$ cat src/rtl/apb3_master_arbiter_if.sv
`default_nettype none
// ----------------------------------------------------------------------------
// apb3_master_arbiter_if : two requester handshakes plus the shared APB3 bus
// Rev 1.0
// ----------------------------------------------------------------------------
interface apb3_master_arbiter_if #(
  parameter int ADDR_WIDTH = 16,
  parameter int DATA_WIDTH = 32
);
  logic                  req0_valid;
  logic                  req0_write;
  logic [ADDR_WIDTH-1:0] req0_addr;
  logic [DATA_WIDTH-1:0] req0_wdata;
  logic                  req0_done;
  logic [DATA_WIDTH-1:0] req0_rdata;
  logic                  req0_err;

  logic                  req1_valid;
  logic                  req1_write;
  logic [ADDR_WIDTH-1:0] req1_addr;
  logic [DATA_WIDTH-1:0] req1_wdata;
  logic                  req1_done;
  logic [DATA_WIDTH-1:0] req1_rdata;
  logic                  req1_err;

  logic [ADDR_WIDTH-1:0] PADDR;
  logic                  PSEL;
  logic                  PENABLE;
  logic                  PWRITE;
  logic [DATA_WIDTH-1:0] PWDATA;
  logic [DATA_WIDTH-1:0] PRDATA;
  logic                  PREADY;
  logic                  PSLVERROR;

  modport master (
    input  req0_valid, req0_write, req0_addr, req0_wdata,
    output req0_done, req0_rdata, req0_err,
    input  req1_valid, req1_write, req1_addr, req1_wdata,
    output req1_done, req1_rdata, req1_err,
    output PADDR, PSEL, PENABLE, PWRITE, PWDATA,
    input  PRDATA, PREADY, PSLVERROR
  );

  modport slave (
    output req0_valid, req0_write, req0_addr, req0_wdata,
    input  req0_done, req0_rdata, req0_err,
    output req1_valid, req1_write, req1_addr, req1_wdata,
    input  req1_done, req1_rdata, req1_err,
    input  PADDR, PSEL, PENABLE, PWRITE, PWDATA,
    output PRDATA, PREADY, PSLVERROR
  );
endinterface
`default_nettype wire

$ cat src/rtl/apb3_master_arbiter.sv
`default_nettype none
// ----------------------------------------------------------------------------
// apb3_master_arbiter : round-robin two-port APB3 master with ACCESS timeout
// Rev 1.0
// ----------------------------------------------------------------------------
module apb3_master_arbiter #(
  parameter int ADDR_WIDTH     = 16,
  parameter int DATA_WIDTH     = 32,
  parameter int TIMEOUT_CYCLES = 256
) (
  input  logic                  clk,
  input  logic                  resetn,
  apb3_master_arbiter_if.master bus_if
);
  localparam int                CNT_W   = $clog2(TIMEOUT_CYCLES);
  localparam logic [CNT_W-1:0]  TO_LAST = CNT_W'(TIMEOUT_CYCLES - 1);

  typedef enum logic [1:0] {
    ST_IDLE   = 2'd0,
    ST_SETUP  = 2'd1,
    ST_ACCESS = 2'd2
  } state_e;

  state_e                     state_q, state_d;
  logic                       grant_q, grant_d;
  logic                       last_grant_q, last_grant_d;
  logic [ADDR_WIDTH-1:0]      paddr_q, paddr_d;
  logic                       pwrite_q, pwrite_d;
  logic [DATA_WIDTH-1:0]      pwdata_q, pwdata_d;
  logic [CNT_W-1:0]           wait_cnt_q, wait_cnt_d;
  logic [1:0]                 done_q, done_d;
  logic [1:0]                 err_q, err_d;
  logic [1:0][DATA_WIDTH-1:0] rdata_q, rdata_d;

  logic [1:0] valid;
  logic [1:0] eligible;
  logic       winner;
  logic       access_end;

  // A port finishing this cycle may still show its old valid; mask it
  assign valid      = {bus_if.req1_valid, bus_if.req0_valid};
  assign eligible   = valid & ~done_q;
  assign winner     = (&eligible) ? ~last_grant_q : eligible[1];
  assign access_end = bus_if.PREADY || (wait_cnt_q == TO_LAST);

  always_comb begin
    state_d      = state_q;
    grant_d      = grant_q;
    last_grant_d = last_grant_q;
    paddr_d      = paddr_q;
    pwrite_d     = pwrite_q;
    pwdata_d     = pwdata_q;
    wait_cnt_d   = wait_cnt_q;
    done_d       = '0;
    err_d        = '0;
    rdata_d      = rdata_q;
    case (state_q)
      ST_IDLE: begin
        if (|eligible) begin
          state_d      = ST_SETUP;
          grant_d      = winner;
          last_grant_d = winner;
          paddr_d      = winner ? bus_if.req1_addr  : bus_if.req0_addr;
          pwrite_d     = winner ? bus_if.req1_write : bus_if.req0_write;
          pwdata_d     = winner ? bus_if.req1_wdata : bus_if.req0_wdata;
          wait_cnt_d   = '0;
        end
      end
      ST_SETUP: begin
        state_d = ST_ACCESS;
      end
      ST_ACCESS: begin
        if (access_end) begin
          // A late PREADY on the final cycle still counts as a real response
          state_d         = ST_IDLE;
          wait_cnt_d      = '0;
          done_d[grant_q] = 1'b1;
          err_d[grant_q]  = bus_if.PREADY ? bus_if.PSLVERROR : 1'b1;
          if (!pwrite_q) begin
            rdata_d[grant_q] = bus_if.PREADY ? bus_if.PRDATA : '0;
          end
        end else begin
          wait_cnt_d = wait_cnt_q + CNT_W'(1);
        end
      end
      default: begin
        state_d = ST_IDLE;
      end
    endcase
  end

  always_ff @(posedge clk or negedge resetn) begin
    if (!resetn) begin
      state_q      <= ST_IDLE;
      grant_q      <= 1'b0;
      last_grant_q <= 1'b1;
      paddr_q      <= '0;
      pwrite_q     <= 1'b0;
      pwdata_q     <= '0;
      wait_cnt_q   <= '0;
      done_q       <= '0;
      err_q        <= '0;
      rdata_q      <= '0;
    end else begin
      state_q      <= state_d;
      grant_q      <= grant_d;
      last_grant_q <= last_grant_d;
      paddr_q      <= paddr_d;
      pwrite_q     <= pwrite_d;
      pwdata_q     <= pwdata_d;
      wait_cnt_q   <= wait_cnt_d;
      done_q       <= done_d;
      err_q        <= err_d;
      rdata_q      <= rdata_d;
    end
  end

  assign bus_if.PSEL       = (state_q != ST_IDLE);
  assign bus_if.PENABLE    = (state_q == ST_ACCESS);
  assign bus_if.PADDR      = paddr_q;
  assign bus_if.PWRITE     = pwrite_q;
  assign bus_if.PWDATA     = pwdata_q;
  assign bus_if.req0_done  = done_q[0];
  assign bus_if.req0_err   = err_q[0];
  assign bus_if.req0_rdata = rdata_q[0];
  assign bus_if.req1_done  = done_q[1];
  assign bus_if.req1_err   = err_q[1];
  assign bus_if.req1_rdata = rdata_q[1];
endmodule
`default_nettype wire

$ cat src/flat_wrapper.sv
// flat-port wrapper written by rule: the top's interface ports become plain ports
module apb3_master_arbiter_flat 
#(
  parameter int ADDR_WIDTH     = 16,
  parameter int DATA_WIDTH     = 32,
  parameter int TIMEOUT_CYCLES = 256
)
  (clk, resetn, bus_if_req0_valid, bus_if_req0_write, bus_if_req0_addr, bus_if_req0_wdata, bus_if_req0_done, bus_if_req0_rdata, bus_if_req0_err, bus_if_req1_valid, bus_if_req1_write, bus_if_req1_addr, bus_if_req1_wdata, bus_if_req1_done, bus_if_req1_rdata, bus_if_req1_err, bus_if_PADDR, bus_if_PSEL, bus_if_PENABLE, bus_if_PWRITE, bus_if_PWDATA, bus_if_PRDATA, bus_if_PREADY, bus_if_PSLVERROR);
  apb3_master_arbiter_if #(.ADDR_WIDTH(ADDR_WIDTH), .DATA_WIDTH(DATA_WIDTH)) bus_if_i ();
  input  logic clk;
  input  logic resetn;
  input wire logic [$bits(bus_if_i.req0_valid)-1:0] bus_if_req0_valid;
  input wire logic [$bits(bus_if_i.req0_write)-1:0] bus_if_req0_write;
  input wire logic [$bits(bus_if_i.req0_addr)-1:0] bus_if_req0_addr;
  input wire logic [$bits(bus_if_i.req0_wdata)-1:0] bus_if_req0_wdata;
  output wire logic [$bits(bus_if_i.req0_done)-1:0] bus_if_req0_done;
  output wire logic [$bits(bus_if_i.req0_rdata)-1:0] bus_if_req0_rdata;
  output wire logic [$bits(bus_if_i.req0_err)-1:0] bus_if_req0_err;
  input wire logic [$bits(bus_if_i.req1_valid)-1:0] bus_if_req1_valid;
  input wire logic [$bits(bus_if_i.req1_write)-1:0] bus_if_req1_write;
  input wire logic [$bits(bus_if_i.req1_addr)-1:0] bus_if_req1_addr;
  input wire logic [$bits(bus_if_i.req1_wdata)-1:0] bus_if_req1_wdata;
  output wire logic [$bits(bus_if_i.req1_done)-1:0] bus_if_req1_done;
  output wire logic [$bits(bus_if_i.req1_rdata)-1:0] bus_if_req1_rdata;
  output wire logic [$bits(bus_if_i.req1_err)-1:0] bus_if_req1_err;
  output wire logic [$bits(bus_if_i.PADDR)-1:0] bus_if_PADDR;
  output wire logic [$bits(bus_if_i.PSEL)-1:0] bus_if_PSEL;
  output wire logic [$bits(bus_if_i.PENABLE)-1:0] bus_if_PENABLE;
  output wire logic [$bits(bus_if_i.PWRITE)-1:0] bus_if_PWRITE;
  output wire logic [$bits(bus_if_i.PWDATA)-1:0] bus_if_PWDATA;
  input wire logic [$bits(bus_if_i.PRDATA)-1:0] bus_if_PRDATA;
  input wire logic [$bits(bus_if_i.PREADY)-1:0] bus_if_PREADY;
  input wire logic [$bits(bus_if_i.PSLVERROR)-1:0] bus_if_PSLVERROR;
  assign bus_if_i.req0_valid = bus_if_req0_valid;
  assign bus_if_i.req0_write = bus_if_req0_write;
  assign bus_if_i.req0_addr = bus_if_req0_addr;
  assign bus_if_i.req0_wdata = bus_if_req0_wdata;
  assign bus_if_req0_done = bus_if_i.req0_done;
  assign bus_if_req0_rdata = bus_if_i.req0_rdata;
  assign bus_if_req0_err = bus_if_i.req0_err;
  assign bus_if_i.req1_valid = bus_if_req1_valid;
  assign bus_if_i.req1_write = bus_if_req1_write;
  assign bus_if_i.req1_addr = bus_if_req1_addr;
  assign bus_if_i.req1_wdata = bus_if_req1_wdata;
  assign bus_if_req1_done = bus_if_i.req1_done;
  assign bus_if_req1_rdata = bus_if_i.req1_rdata;
  assign bus_if_req1_err = bus_if_i.req1_err;
  assign bus_if_PADDR = bus_if_i.PADDR;
  assign bus_if_PSEL = bus_if_i.PSEL;
  assign bus_if_PENABLE = bus_if_i.PENABLE;
  assign bus_if_PWRITE = bus_if_i.PWRITE;
  assign bus_if_PWDATA = bus_if_i.PWDATA;
  assign bus_if_i.PRDATA = bus_if_PRDATA;
  assign bus_if_i.PREADY = bus_if_PREADY;
  assign bus_if_i.PSLVERROR = bus_if_PSLVERROR;
  apb3_master_arbiter #(.ADDR_WIDTH(ADDR_WIDTH), .DATA_WIDTH(DATA_WIDTH), .TIMEOUT_CYCLES(TIMEOUT_CYCLES)) u_core (.clk(clk), .resetn(resetn), .bus_if(bus_if_i));
endmodule
$ cat config.mk
export PLATFORM = sky130hd
export DESIGN_NAME = apb3_master_arbiter_flat
export DESIGN_NICKNAME = d
export VERILOG_FILES = /design/src/rtl/apb3_master_arbiter_if.sv /design/src/rtl/apb3_master_arbiter.sv /design/src/flat_wrapper.sv
export SDC_FILE = /design/constraint.sdc
export NUM_CORES = 1
export LEC_CHECK = 0
export BUFFER_PORTS_ARGS = -buffer_cell sky130_fd_sc_hd__buf_2
export CORE_ASPECT_RATIO = 0.6
export CORE_MARGIN = 2
export CORE_UTILIZATION = 42
export DETAILED_ROUTE_END_ITERATION = 10
export GPL_ROUTABILITY_DRIVEN = 0
export PLACE_DENSITY = 0.76
export SETUP_SLACK_MARGIN = 0.15
export SLEW_MARGIN = 25
export SYNTH_ARGS = -nofsm -noshare
export SYNTH_HDL_FRONTEND = slang
export SYNTH_SLANG_ARGS = --single-unit
$ cat constraint.sdc
create_clock -name clk -period 1.8 [get_ports clk]
set_clock_uncertainty 0.1 [all_clocks]
set_input_delay 0.36 -clock clk [delete_from_list [all_inputs] [get_ports clk]]
set_output_delay 0.36 -clock clk [all_outputs]
set_load 0.02 [all_outputs]
==> metrics, run 1 <==
outcome=complete, no violations; Tcrit/Tclk final=94.47%; Fin Setup TNS=0 ps; Internal Dissipation=between 9 and 10 mW; Crit. End Element=primary output; die area=13870 µm²; Mapped Avg Cell Area=about 12 µm²; Sink Count=129; pre-CTS WS=~25 ps; Worst EP required=1340 ps; Final Slew Violations=0; detailed placement HPWL=around 11 mm; DRC Markers=0; worst slew pin tran=514.3 ps; Synth Instances=448; share of layout cells above drive strength 1=46.29%; Hold Vio Cnt, Final=0; diode count=0; Reg power frac=33.2%; Sw Share=38.63%; DRT Pass-1 Iters=5; Die Width=approximately 150 µm; f_max=588.1 MHz; post-synth cell types=45; CTS buffer count=17; # rows=32; Critical Path Source Type=register; commonest non-fill, non-tap cell in the layout=buf_2; Area Overhead vs Synth=43.65%; Synth async-reset ratio=100.0%; synthesized flop and latch total=129; number of enable flip-flop cells after synthesis=0; Mapped Nets=585; initial antenna violation count=0; setup violators final=0; fillers=1015; total gr overflow=0; largest fanout on the critical path=3; synthesized area=5423 µm²; Die Height=between 90 and 100 µm; sequential cell area=3231 µm²; vias per cell=5.350; final worst-path setup slack=99.49 ps; slew margin rel.=65.71%; multi-input logic area=approximately 2000 µm²; Via Count=4804; YS warnings=0; CP max-delay cell=dfrtp_1; pwr dens=1891 nW/µm²; max_cap viols=0; CP max stage delay=430 ps; fin nets=853; cell chain of the critical path=or2_1 > buf_6; drt wl/cell=17.75 µm; Clk pwr share=25.2%; CTS tree=yes; Starting Density=between 40 and 50%; Core ar.=12730 µm²; Final Core Density=around three fifths; Worst VDD drop=0.9619 mV; H-tree depth=4; critical path type=reg -> out; most frequent cells in the layout=251 x buf_2, 127 x dfrtp_1, 63 x nand2_1; Seq/Total Area, Yosys=around 60%; Final ANT Viol Nets=0; RSZ-0062 raised after global routing=true; hold crit path type=in -> reg; DRT Wirelength=roughly 16 mm; 1st-iter DRT viols=395; min cycle time layout=1701 ps; CTS Buffer Depth=2; NetSw=between 5 and 6 mW; io pins=255; ys flop type=dfrtp_1; hold_ws=between 100 and 150 ps; Clock Root Buffer=clkbuf_16; logic gate share of total power=about two fifths; Worst-Skew Late Latency=slightly above 400 ps; Port Buf Inserts=254; largest net degree at the start of global routing=75; CP Data Arrival Time=1240 ps; first-pass GRT wire length=about 24 mm; CTS clock-pin slew for the worst setup and hold paths=60 ps; number of global-route vias before repair=4502; Total GRT Usage=between 20 and 25%; leakage=4.067 nW
==> sequential cells by signal, indices dropped and copies added (netlist names) <==
register / count
u_core.bus_if.PWRITE: 1
u_core.err_q: 2
u_core.bus_if.req1_rdata: 32
u_core.done_q: 2
u_core.grant_q: 1
u_core.state_q: 2
u_core.wait_cnt_q: 8
u_core.last_grant_q: 1
u_core.bus_if.PADDR: 16
u_core.bus_if.req0_rdata: 32
u_core.bus_if.PWDATA: 32
==> through the flow <==
step | cells | total power, mW | cell area [µm²]
floorplan | 448 | 8.551 | 5433
global placement | 856 | 10.55 | 6968
detailed placement | 856 | 10.78 | 6968
CTS | 893 | 14.63 | 7675
global route | 898 | 15.55 | 7790
finish | 898 | 14.73 | 7790
==> synthesized netlist by cell type, types with 2 or more instances <==
master     number  share of area [%]
dfrtp_1       128                 59
nand2_1        63                4.4
a32o_1         60                 11
mux2i_1        49                9.0
o21ai_1        48                4.4
buf_2          19                1.8
clkbuf_1        8               0.55
o21ai_0         8               0.74
buf_4           7               0.97
nand3_1         5               0.46
nor2_1          4               0.28
o2bb2ai_1       4               0.65
or3_1           3               0.35
a21o_1          2               0.28
a21oi_1         2               0.18
and3_1          2               0.23
and3_4          2               0.42
inv_1           2               0.14
inv_2           2               0.14
nand2_2         2               0.23
nor2b_1         2               0.23
nor3_1          2               0.18
xor2_1          2               0.32
==> logic make-up after synthesis <==
logic type                 count (synthesis)  synth area share (%)
AOI/OAI and AO/OA                        131                 18.57
xor gates and xnor gates                   3                0.4846
adders and majority gates                  1                0.2307
buffers and inverters                     41                 3.992
DFF                                      129                 59.55
muxes                                     49                 9.045
and+or+nand+nor                           94                 8.122
==> final cells by class <==
type | count | area share, %
Clock buffer | 17 | 5.461
Clock inverter | 14 | 2.747
Inverter | 4 | 0.2570
Multi-Input combinational cell | 278 | 26.02
Sequential cell | 129 | 41.47
Tap cell | 170 | 2.730
Timing Repair Buffer | 286 | 21.31
==> metal layers <==
metal / up-vias / GRT usage, % / part of all wire [%] / wire, µm
met5: - / 0 / 0 / 0
met4: 0 / 5.685 / 0.75 / 119
met3: 8 / 5.373 / 6.3 / 1010
met2: 182 / 34.92 / 49 / 7769
met1: 2401 / 30.31 / 44 / 7037
li1: 2213 / - / - / -
==> power by group through the flow <==
stage | combinational, mW | clock, mW | sequential, mW
finish | 6.13 | 3.71 | 4.90
global route | 6.58 | 3.93 | 5.04
CTS | 5.97 | 3.78 | 4.89
detailed placement | 5.85 | 0 | 4.94
global placement | 5.71 | 0 | 4.84
floorplan | 2.23 | 0 | 6.33
==> worst paths after layout <==
check / startpoint / to / slack [ps] / depth (start not counted)
max: u_core.state_q[1] / bus_if_PSEL / 100 / 2
min: bus_if_PRDATA[27] / u_core.bus_if.req0_rdata[27] / 120 / 2
max reg2reg: u_core.wait_cnt_q[0] / u_core.wait_cnt_q[5] / 120 / 5
min reg2reg: u_core.bus_if.PADDR[14] / u_core.bus_if.PADDR[14] / 380 / 2
max in group asynchronous: resetn / u_core.last_grant_q / 650 / 3
min in group asynchronous: resetn / u_core.bus_if.PWDATA[26] / 290 / 2
==> critical path: cells and delay by family, from the launching register on <==
kind / cells / cell delay [ps]
buffers and inverters: 1 / 140
flip-flops: 1 / 430
AND/OR/NAND/NOR: 1 / 260
==> what timing repair did <==
action / in CTS / in global routing
setup buffers: 5 / 2
hold endpoints to repair: 16 / 0
endpoints found under the setup margin: 34 / 55
hold buffers: 1 / 0
gates cloned: 0 / 3
pin swaps: 2 / 2
gates resized for setup: 6 / 7
Power figures use the tool's default switching activity.
==> inputs of run 2 (changes only) <==
Settings changed: RECOVER_POWER from default to 50.
==> run 2 against run 1 <==
Flip-flop and latch count unchanged. Critical path depth unchanged. Worst hold slack improved by 0.75 ps. First-iteration DRC count decreased by 8.1%. Fmax about the same. Sequential share of layout area increased by 0.50 points. Setup slack about the same. Highest routed layer unchanged.
==> metrics, run 2 (synthesis results as in run 1) <==
setup violators final=0; CTS Buffer Depth=2; fin nets=853; DRT Pass-1 Iters=5; worst path bufs/invs=1; Die Height=approximately 90 µm; Worst VDD drop=0.9616 mV; Core ar.=12730 µm²; f_max=approximately 600 MHz; RSZ-0062 raised after global routing=true; DRC Markers=0; Worst EP required=1340 ps; DRT Wirelength=15.99 mm; Die Width=between 150 and 200 µm; most frequent cells in the layout=197 x buf_2, 127 x dfrtp_1, 63 x nand2_1; critical path type=reg -> out; leakage=3.874 nW; # rows=32; CTS tree=yes; Final ANT Viol Nets=0; largest net degree at the start of global routing=75; Fin Setup TNS=0 ps; r2r setup slk=~110 ps; CP max-delay cell=dfrtp_1; outcome=complete, no violations; overall power=roughly 15 mW; cell chain of the critical path=or2_1 > buf_6; CTS clock-pin slew for the worst setup and hold paths=roughly 60 ps; Tcrit/Tclk final=94.50%; io pins=255; detailed placement HPWL=11.31 mm; commonest non-fill, non-tap cell in the layout=buf_2; Critical Path Source Type=register; initial antenna violation count=0; Hold Vio Cnt, Final=0; largest fanout on the critical path=3; total gr overflow=0; final worst-path setup slack=99.02 ps; pre-CTS WS=~25 ps; Port Buf Inserts=254; Area Overhead vs Synth=41.95%; CTS buffer count=17; pwr dens=roughly 1900 nW/µm²; die area=13870 µm²; Final Slew Violations=0; Total GRT Usage=between 20% and 30%; top cell family by delay on the critical path=flip-flops; Worst-Skew Late Latency=400 ps; share of layout cells above drive strength 1=38.60%; max_cap viols=0; first-pass GRT wire length=23.66 mm; Starting Density=a little over two fifths; H-tree depth=4; min cycle time layout=1701 ps; Via Count=4829; 1st-iter DRT viols=363; CP max stage delay=430 ps; vias per cell=5.378; hold crit path type=in -> reg; drt wl/cell=17.81 µm; Sink Count=129; Crit. End Element=primary output; Clock Root Buffer=clkbuf_16; diode count=0; slew margin rel.=59.81%; CP Data Arrival Time=1240 ps; worst slew pin tran=602.8 ps; number of global-route vias before repair=4502
-- run 2: area by class of cell --
class | count | area [µm²]
well taps | 170 | 212.7
clock buffers | 17 | 425.4
fillers | 1052 | 5035
flip-flops and latches | 129 | 3231
repair buffers | 286 | 1577
multi-input cells | 278 | 2018
clock inverters | 14 | 214.0
inverters | 4 | 20.02
-- run 2: timing repair --
item | in CTS | in global routing
hold buffers | 1 | 0
gates cloned | 0 | 3
endpoints found under the setup margin | 34 | 55
hold endpoints to repair | 16 | 0
resized for setup | 6 | 7
buffers inserted | 5 | 2
pin swaps | 2 | 2
-- run 2: path summary, 6_finish.rpt --
kind,start,end,cells after the start
max,u_core.state_q[1],bus_if_PSEL,2
min,bus_if_PRDATA[27],u_core.bus_if.req0_rdata[27],2
min in group asynchronous,resetn,u_core.bus_if.PWDATA[26],2
max in group asynchronous,resetn,u_core.bus_if.req0_rdata[18],3
min reg2reg,u_core.bus_if.PADDR[14],u_core.bus_if.PADDR[14],2
max reg2reg,u_core.wait_cnt_q[0],u_core.wait_cnt_q[5],5
-- run 2: stage by stage --
stage / hold WS [ps] / cells / util (%) / instance area, µm²
after floorplan: -35.59 / 448 / - / 5433
after global placement: 155.8 / 856 / 54.73 / 6968
after detailed placement: 156.2 / 856 / 54.73 / 6968
after CTS: 104.6 / 893 / 60.28 / 7675
after global routing: 99.60 / 898 / 60.46 / 7697
final: 119.7 / 898 / 60.46 / 7697
-- run 2: where the power goes --
| group | internal (mW) | leakage [nW] | switching (mW) |
|---|---|---|---|
| registers | 4.18 | 1.63 | 0.738 |
| clock network | 2.45 | 0.305 | 1.26 |
| logic | 2.25 | 1.94 | 3.72 |
-- run 2: worst reg2reg max path: stages (launching register included) --
cell,delay (ps)
dfrtp_1,380
ha_2,190
and3_4,170
a211o_1,340
or3_1,330
o211ai_1,90
-- run 2: layer usage --
metal  vias up  wire [µm]  GRT usage, %
li1       2213          -             -
met1      2416       7043         30.31
met2       190       7776         34.92
met3        10       1040         5.373
met4         0        132         5.685
met5         -          0             0
